File: config.mk
export PLATFORM = sky130hd
export DESIGN_NAME = epb_lb_bridge
export DESIGN_NICKNAME = d
export VERILOG_FILES = /design/src/rtl/epb_lb_pkg.sv /design/src/rtl/epb_lb_timeout.sv /design/src/rtl/epb_lb_bridge.sv
export SDC_FILE = /design/constraint.sdc
export NUM_CORES = 1
export LEC_CHECK = 0
export ABC_AREA = 1
export ABC_CLOCK_PERIOD_IN_PS = 1500
export CAP_MARGIN = 20
export CORE_MARGIN = 2
export CORE_UTILIZATION = 36
export CTS_BUF_LIST = sky130_fd_sc_hd__clkbuf_16
export DETAILED_ROUTE_END_ITERATION = 10
export PLACE_DENSITY_LB_ADDON = 0.3
export SYNTH_ARGS = -nofsm -noshare
export SYNTH_HDL_FRONTEND = slang
export SYNTH_SLANG_ARGS = --single-unit
File: constraint.sdc
create_clock -name lb_clk -period 1.5 [get_ports lb_clk]
set_clock_uncertainty 0.2 [all_clocks]
set_input_delay 0.3 -clock lb_clk [delete_from_list [all_inputs] [get_ports lb_clk]]
set_output_delay 0.3 -clock lb_clk [all_outputs]
set_load 0.02 [all_outputs]
File: src/rtl/epb_lb_pkg.sv
`default_nettype none
// ============================================================================
// epb_lb_pkg : state encoding, response data constants and select-width helper
// Rev 1.0
// ============================================================================
package epb_lb_pkg;

  typedef enum logic [1:0] {
    ST_IDLE     = 2'd0,
    ST_STROBE   = 2'd1,
    ST_WAIT_ACK = 2'd2,
    ST_HOLD     = 2'd3
  } state_t;

  // Wide enough for any supported data width; sliced to DW at the use site.
  localparam logic [63:0] ERR_DATA      = '1;
  localparam logic [63:0] UNMAPPED_DATA = '0;

  function automatic int sel_width(input int n);
    return (n <= 1) ? 1 : $clog2(n);
  endfunction

endpackage
`default_nettype wire

File: src/rtl/epb_lb_timeout.sv
`default_nettype none
// ============================================================================
// epb_lb_timeout : ack wait counter; load starts it at 1, expire at TIMEOUT
// Rev 1.0
// ============================================================================
module epb_lb_timeout #(
  parameter int TIMEOUT = 255,
  localparam int CW = $clog2(TIMEOUT + 1)
) (
  input  logic clk,
  input  logic rst,
  input  logic load,
  input  logic en,
  output logic expire
);

  logic [CW-1:0] count;

  assign expire = en && (count == CW'(TIMEOUT));

  always_ff @(posedge clk) begin
    if (rst) begin
      count <= '0;
    end else if (load) begin
      count <= CW'(1);
    end else if (en && !expire) begin
      count <= count + CW'(1);
    end
  end

endmodule
`default_nettype wire

File: src/rtl/epb_lb_bridge.sv
`default_nettype none
// ============================================================================
// epb_lb_bridge : registered EPB to N-slave local-bus transaction engine
// Optional ack timeout enabled by defining EPB_LB_TIMEOUT_EN.  Rev 1.0
// ============================================================================
module epb_lb_bridge
  import epb_lb_pkg::*;
#(
  parameter int NUM_SLAVES = 4,
  parameter int SLAVE_AW   = 3,
  parameter int DW         = 8,
  parameter int TIMEOUT    = 255,
  localparam int SEL_W     = sel_width(NUM_SLAVES)
) (
  input  logic                       lb_clk,
  input  logic                       lb_rst,
  input  logic                       epb_cs_n,
  input  logic                       epb_we_n,
  input  logic                       epb_be_n,
  input  logic [SEL_W+SLAVE_AW-1:0]  epb_addr,
  input  logic [DW-1:0]              epb_data_i,
  output logic [DW-1:0]              epb_data_o,
  output logic                       epb_data_oen,
  output logic                       epb_rdy,
  output logic                       bus_err,
  output logic [NUM_SLAVES-1:0]      lb_stb_o,
  output logic                       lb_we_o,
  output logic [SLAVE_AW-1:0]        lb_adr_o,
  output logic [DW-1:0]              lb_dat_o,
  input  logic [NUM_SLAVES*DW-1:0]   lb_dat_i,
  input  logic [NUM_SLAVES-1:0]      lb_ack_i
);

  state_t                state;
  logic                  armed;
  logic [SEL_W-1:0]      sel;
  logic [SEL_W-1:0]      addr_sel;
  logic                  mapped;
  logic [NUM_SLAVES-1:0] onehot;
  logic                  ack_sel;
  logic [DW-1:0]         rd_data;
  logic                  expire;

  assign addr_sel = epb_addr[SEL_W+SLAVE_AW-1:SLAVE_AW];
  assign mapped   = (int'(addr_sel) < NUM_SLAVES);
  assign ack_sel  = lb_ack_i[sel];
  assign rd_data  = lb_dat_i[int'(sel)*DW +: DW];

  always_comb begin
    onehot = '0;
    for (int k = 0; k < NUM_SLAVES; k++) begin
      if (k == int'(addr_sel)) onehot[k] = 1'b1;
    end
  end

`ifdef EPB_LB_TIMEOUT_EN
  epb_lb_timeout #(
    .TIMEOUT (TIMEOUT)
  ) u_timeout (
    .clk    (lb_clk),
    .rst    (lb_rst),
    .load   (state == ST_STROBE),
    .en     (state == ST_WAIT_ACK),
    .expire (expire)
  );
`else
  logic unused_timeout;
  assign unused_timeout = (TIMEOUT != 0);
  assign expire         = 1'b0;
`endif

  always_ff @(posedge lb_clk) begin
    if (lb_rst) begin
      state        <= ST_IDLE;
      armed        <= 1'b0;
      sel          <= '0;
      lb_stb_o     <= '0;
      lb_we_o      <= 1'b0;
      lb_adr_o     <= '0;
      lb_dat_o     <= '0;
      epb_data_o   <= '0;
      epb_data_oen <= 1'b0;
      epb_rdy      <= 1'b0;
      bus_err      <= 1'b0;
    end else begin
      bus_err <= 1'b0;
      // Only a fully observed access (cs_n seen high first) may start.
      if (epb_cs_n) armed <= 1'b1;

      case (state)
        ST_IDLE: begin
          if (armed && !epb_cs_n && !epb_be_n) begin
            sel      <= addr_sel;
            lb_we_o  <= !epb_we_n;
            lb_adr_o <= epb_addr[SLAVE_AW-1:0];
            lb_dat_o <= epb_data_i;
            if (mapped) begin
              lb_stb_o <= onehot;
              state    <= ST_STROBE;
            end else begin
              bus_err      <= 1'b1;
              epb_data_o   <= UNMAPPED_DATA[DW-1:0];
              epb_data_oen <= epb_we_n;
              epb_rdy      <= 1'b1;
              state        <= ST_HOLD;
            end
          end
        end

        ST_STROBE, ST_WAIT_ACK: begin
          lb_stb_o <= '0;
          if (ack_sel) begin
            if (!lb_we_o) epb_data_o <= rd_data;
            epb_data_oen <= !lb_we_o;
            epb_rdy      <= 1'b1;
            state        <= ST_HOLD;
          end else if (expire) begin
            bus_err      <= 1'b1;
            epb_data_o   <= ERR_DATA[DW-1:0];
            epb_data_oen <= !lb_we_o;
            epb_rdy      <= 1'b1;
            state        <= ST_HOLD;
          end else begin
            state <= ST_WAIT_ACK;
          end
        end

        ST_HOLD: begin
          if (epb_cs_n) begin
            epb_rdy      <= 1'b0;
            epb_data_oen <= 1'b0;
            state        <= ST_IDLE;
          end
        end

        default: state <= ST_IDLE;
      endcase
    end
  end

endmodule
`default_nettype wire

==> impl_metrics.ini, run 1 <==
[status]
status = finished with violations
violations = negative setup slack

[placement]
dpl.hpwl_um = 3240
dpl_cell_area_sq_mm = 0.00250
pre_cts_ws_ns = -0.218
gp_congestion = 0.777
numPortBuffers = 79

[setup_path]
arrival_ns = 1.48
path_delay_family = simple AND/OR/NAND/NOR gates
rrSetupSlack_ns = -0.02
cp-start-kind = flip-flop
reg2reg_depth = 7
cp_cell_sequence = inv_2 > ha_4 > inv_4 > nor2_4 > nand3_4 > nor2_1 > nor2_1
cp-end-kind = flip-flop
r2r-end = epb_data_o[7]
cpPeakStageDelay_ns = 0.33
slowest_stage = dfxtp_2
critPathBufInv = 2
path_common_cell = nor2_1
r2r_start = state[0]
crit_fanout = 8
critPathKind = flip-flop to flip-flop
cp.required_ns = 1.46

[grt]
grt_pass1_wl_um = 7430
grt.overflow.total = 0
busiest_layer = met2
grt_max_degree = 20
grtUsageTotal_pct = 18.7
antenna_found_initial = 0
grt_use_met3_pct = 5.34
grt_pass1_vias = 1677
grt_use_met2_pct = 31.7
met1_usage_pct = 22.4

[min_path]
hold_path.class = input pin to flip-flop
holdPathStages = 3
hold_end = armed
min-delay-start = epb_cs_n

[floorplanning]
start_util_pct = 37.1
die_w_um = 70.5
core_area_sq_mm = 0.00429
top_level_ports = 81
dieHeight_um = 70.5
fp.dieArea_sq_mm = 0.00497
num_rows = 24

[final_layout]
n_antenna_cell = 0
design_area_sq_mm = 0.00268
drive_gt1_share_pct = 17.5
area_growth_pct = 68.5
nNetsFinal = 381

[drt]
drc = 0
dr.pass1.iters = 4
postRouteAntennaNets = 0
drt_wl_total_um = 4450
drtIter0Drc = 48
vias_per_cell = 4.66
num_vias = 1755
wl_per_cell_um = 11.8

[timing]
maxSlewViolCount = 0
worst_slack_ns = -0.0181
finalCritPeriodShare_pct = 101
hold_viol = 0
fmax_mhz = 659
rsz0062_at_grt = true
period_needed_ns = 1.52
setup_viol = 7

[logic_synthesis]
synth_flop_cell = dfxtp_1
synth_edf_count = 0
yosysUniqueCellTypes = 27
syn_nets = 288
synth_seq_cells = 31
synth_area_sq_mm = 0.00159
avgSynthCellArea_sq_um = 6.86
syn_inst = 232
synthArstFlopShare_pct = 0
seq_area_frac_synth_pct = 39.0
ys_warn_count = 0

[clock_tree]
clock_sinks = 31
cts.path.max_buffers = 2
tritoncts = done
cts_made_buffers = 5
hold_buffers = 0
htree_levels = 2
insertion_delay_ns = 0.27
clkSlewWorstSetupHoldPaths_ns = 0.05
postCtsSetupBuffers = 0
cts-root-buf = clkbuf_16

[power_and_ir_drop]
p_leak_nw = 1.25
ir_worst_vdd_mv = 0.839
p_per_area_mw_per_mm2 = 1390

[flow_run]
cap_violations = 0
## power by group
group          internal (W)  switching [W]  total, W
logic              0.000733       0.000948   0.00168
clock network      0.000594       0.000329  0.000923
registers           0.00103       0.000103   0.00113
total               0.00235        0.00138   0.00373
## Yosys cell counts (2+ instances only)
| cell | count | share of area [%] |
|---|---|---|
| a21oi_1 | 7 | 2.2 |
| buf_2 | 3 | 0.94 |
| buf_4 | 4 | 1.9 |
| buf_6 | 2 | 1.4 |
| clkbuf_1 | 2 | 0.47 |
| dfxtp_1 | 31 | 39 |
| ha_1 | 2 | 1.6 |
| inv_1 | 23 | 5.4 |
| nand2_1 | 25 | 5.9 |
| nand2_2 | 5 | 2.0 |
| nand3_1 | 6 | 1.9 |
| nand3_2 | 2 | 1.3 |
| nand3_4 | 2 | 2.2 |
| nor2_1 | 63 | 15 |
| nor3_1 | 3 | 0.94 |
| o21ai_0 | 34 | 11 |
| o22ai_1 | 8 | 3.1 |
## sequential cells by signal, summed over array words and instances (netlist names)
| name | cells |
|---|---|
| lb_stb_o | 4 |
| lb_dat_o | 8 |
| epb_data_o | 8 |
| epb_data_oen | 1 |
| armed | 1 |
| epb_rdy | 1 |
| lb_adr_o | 3 |
| sel | 2 |
| lb_we_o | 1 |
| state | 2 |
## per-stage QoR
step	TNS, ns	instances	hold WS [ns]	utilization, %	total power [W]
2_1_floorplan	-0.385	232	0.162	-	0.00215
3_3_place_gp	-4.66	368	0.258	58.2	0.00275
3_5_place_dp	-5.28	368	0.262	58.2	0.00278
4_1_cts	-0.0436	376	0.270	61.3	0.00369
5_1_grt	-1.03	377	0.201	62.4	0.00400
6_report	-0.0767	377	0.163	62.4	0.00373
## cells in the final DEF (no fill, tap or decap), drive strengths merged, types with 5 or more instances in the layout
cell           netlist  layout
o21ai               36      36
o22ai                8       8
dfxtp               31      31
nand2               30      30
clkdlybuf4s50        0      52
nand3               10      11
inv                 25      25
nor2                65      65
clkbuf               2       5
buf                  9      17
a21oi                7       7
dlygate4sd2          0      26
## layer usage
layer	part of all wire, %	up-vias
li1	-	930
met2	47	56
met1	44	764
met5	0	-
met3	7.4	5
met4	1.1	0
## how the worst max path moves through the flow
stage,start,to,slack [ns],depth (start not counted)
2_1_floorplan,state[0],epb_data_o[0],-0.05,9
3_3_place_gp,epb_cs_n,lb_dat_o[7],-0.19,6
3_5_place_dp,epb_cs_n,lb_adr_o[0],-0.22,6
4_1_cts,state[1],epb_data_o[1],-0.02,7
5_1_grt,state[1],epb_data_o[2],-0.11,8
6_report,state[0],epb_data_o[7],-0.02,7
## cells by family after synthesis
family	share of synthesized area, %
other	0.236
flip-flops	39.0
buffers and inverters	11.3
AO/OA/AOI/OAI	17.4
AND/OR/NAND/NOR	30.5
adder cells (fa/ha/maj)	1.57
## worst min-delay path, cell delays in order
cell and delay, ns:
dlymetal6s2s_1 0.15, inv_1 0.08, a21oi_1 0.06
## what timing repair did
| item | CTS | global route |
|---|---|---|
| gates cloned | 1 | 1 |
| gates resized for setup | 31 | 19 |
| pin swaps | 4 | 13 |
| setup endpoints to repair | 39 | 22 |
## layout make-up
cell class	instances	area, sq um
clock buffers	5	125
clock inverters	2	8.76
fillers	397	1610
inverters	26	108
multi-input cells	165	858
flip-flops and latches	31	627
well taps	52	65.1
repair buffers	96	890
No activity file was read; power rests on OpenSTA's default activity.
==> run 2: changes to the inputs <==
- ABC_AREA: 1 -> unset
- CORE_UTILIZATION: 36 -> 34
- SKIP_CTS_REPAIR_TIMING: unset -> 1
==> impl_metrics.ini, run 2 <==
[drt]
num_vias = 1511
drt_wl_total_um = 4630
vias_per_cell = 5.04
wl_per_cell_um = 15.4
dr.pass1.iters = 4
drc = 0
drtIter0Drc = 53
postRouteAntennaNets = 0

[final_layout]
layout_common_cells = 47 x clkdlybuf4s50_1, 32 x dlymetal6s2s_1, 27 x dfxtp_1
final_common_cell = clkdlybuf4s50_1
area_growth_pct = 102
nNetsFinal = 305
top_regs = epb_data_o (8), lb_dat_o (8), lb_stb_o (4)
n_antenna_cell = 0
utilization_pct = 72.9
stdcell_count = 300
drive_gt1_share_pct = 33.2

[floorplanning]
num_rows = 23
top_level_ports = 81
fp.dieArea_sq_mm = 0.00484
die_w_um = 69.6
start_util_pct = 36.0
core_area_sq_mm = 0.00406
dieHeight_um = 69.6

[logic_synthesis]
avgSynthCellArea_sq_um = 9.69
seq_area_frac_synth_pct = 42.4
synth_most_common_cell = dfxtp_1
synth_edf_count = 0
synth_mux_area_share_pct = 22.1
yosysTopAreaCell = dfxtp_1
syn_nets = 207
synth-xor-area-share_pct = 0
ys_warn_count = 0
netlist_top_cells_area = dfxtp_1 42%, mux4_1 14%, a21oi_1 7.2%, nand2_1 6.9%, mux2i_1 6.2%
synth_flop_cell = dfxtp_1
synth-compound-area-share_pct = 10.0
synth_area_sq_mm = 0.00146
synth.top_cells.by_count = 31 x dfxtp_1, 27 x nand2_1, 21 x a21oi_1
synth_top_area_share_pct = 42.4
synthArstFlopShare_pct = 0
synth_seq_cells = 31
syn_inst = 151
yosysUniqueCellTypes = 28
synth-simple-area-share_pct = 17.5
synth_top_family_by_area = multiplexers
synthAdderAreaFrac_pct = 1.71

[clock_tree]
tritoncts = done
cts_made_buffers = 5
insertion_delay_ns = 0.27
htree_levels = 2
cts-root-buf = clkbuf_16
clock_sinks = 31
cts.path.max_buffers = 2
clkSlewWorstSetupHoldPaths_ns = 0.05

[grt]
grtUsageTotal_pct = 16.4
grt_pass1_vias = 1401
grt_pass1_wl_um = 6370
grt_max_degree = 22
antenna_found_initial = 0
grt.overflow.total = 0

[setup_path]
cp.required_ns = 1.46
critPathKind = flip-flop to flip-flop
cp-end-kind = flip-flop
crit_fanout = 4
arrival_ns = 1.68
cp-start-kind = flip-flop
reg2reg_depth = 5

[timing]
period_needed_ns = 1.72
setup_tns_ns = -2.83
fmax_mhz = 582
hold_viol = 0
setup_viol = 29
finalCritPeriodShare_pct = 114
worst_slack_ns = -0.217
maxSlewViolCount = 0
rsz0062_at_grt = true

[placement]
dp_cells = 289
gp_congestion = 0.689
numPortBuffers = 79
dpl.hpwl_um = 3050

[power_and_ir_drop]
ir_worst_vdd_mv = 0.613
p_per_area_mw_per_mm2 = 1220
power_w = 0.00361
p_leak_nw = 1.68

[status]
violations = negative setup slack
status = finished with violations

[flow_run]
cap_violations = 0

[min_path]
hold_path.class = input pin to flip-flop
holdPathStages = 3
==> run 2: cell count changes in the layout (fill, tap and decap cells not counted), sizes merged, moves of 7 or more <==
| cell | before | now |
|---|---|---|
| dlymetal6s2s | 1 | 32 |
| mux4 | 0 | 9 |
| o21ai | 36 | 3 |
| inv | 25 | 7 |
| o22ai | 8 | 0 |
| dlygate4sd2 | 26 | 0 |
| nand3 | 11 | 0 |
| mux2i | 0 | 9 |
| buf | 17 | 24 |
| a21oi | 7 | 21 |
| nor2 | 65 | 17 |
==> run 2: cell families (layout without fill, tap and decap cells) <==
kind of cell | Yosys count | after routing
mux | 18 | 18
other cells | 1 | 1
compound gates | 27 | 27
buf+inv | 17 | 116
fa+ha+maj | 2 | 2
simple gates | 55 | 55
flops | 31 | 31
==> run 2: final timing paths <==
| check | from | endpoint | slack [ns] |
|---|---|---|---|
| worst max-delay path | sel[0] | epb_data_oen | -0.22 |
| worst min-delay path | epb_cs_n | armed | 0.20 |
| worst min register to register | lb_dat_o[4] | lb_dat_o[4] | 0.25 |
| worst max register to register | sel[0] | epb_data_oen | -0.22 |
==> run 2: power by group <==
part	total, W	switching [W]	internal (W)
registers	0.00101	0.0000609	0.000947
clock network	0.000935	0.000338	0.000598
logic	0.00166	0.000792	0.000871
==> run 2: stage by stage <==
| stage | hold WS [ns] | setup slack [ns] | area (sq um) |
|---|---|---|---|
| 5_1_grt | 0.253 | -0.266 | 2960 |
| 3_5_place_dp | 0.247 | -0.558 | 2450 |
| 6_report | 0.202 | -0.217 | 2960 |
| 3_3_place_gp | 0.239 | -0.510 | 2450 |
| 2_1_floorplan | 0.196 | -0.259 | 1490 |
| 4_1_cts | 0.254 | -0.277 | 2580 |
==> run 2: critical path, stage by stage, from the launching register on <==
cell,delay (ns)
dfxtp_2,0.35
mux4_2,0.56
buf_6,0.16
o21ai_4,0.15
or3_1,0.14
a21oi_2,0.05
==> run 2: routing by layer <==
metal | track usage [%] | part of all wire [%] | up-vias
met5 | 0 | 0 | -
met4 | 6.10 | 2.0 | 0
met3 | 6.10 | 6.4 | 10
met2 | 26.4 | 53 | 47
met1 | 20.0 | 38 | 732
li1 | - | - | 722
==> run 2: final cells by class <==
type | instances | area (sq um)
sequential | 31 | 626
fill | 286 | 1100
tap | 50 | 62.6
multi-input combinational | 103 | 1020
inverter | 5 | 18.8
clock buffer | 5 | 125
clock inverter | 3 | 12.5
timing repair buffer | 103 | 1090
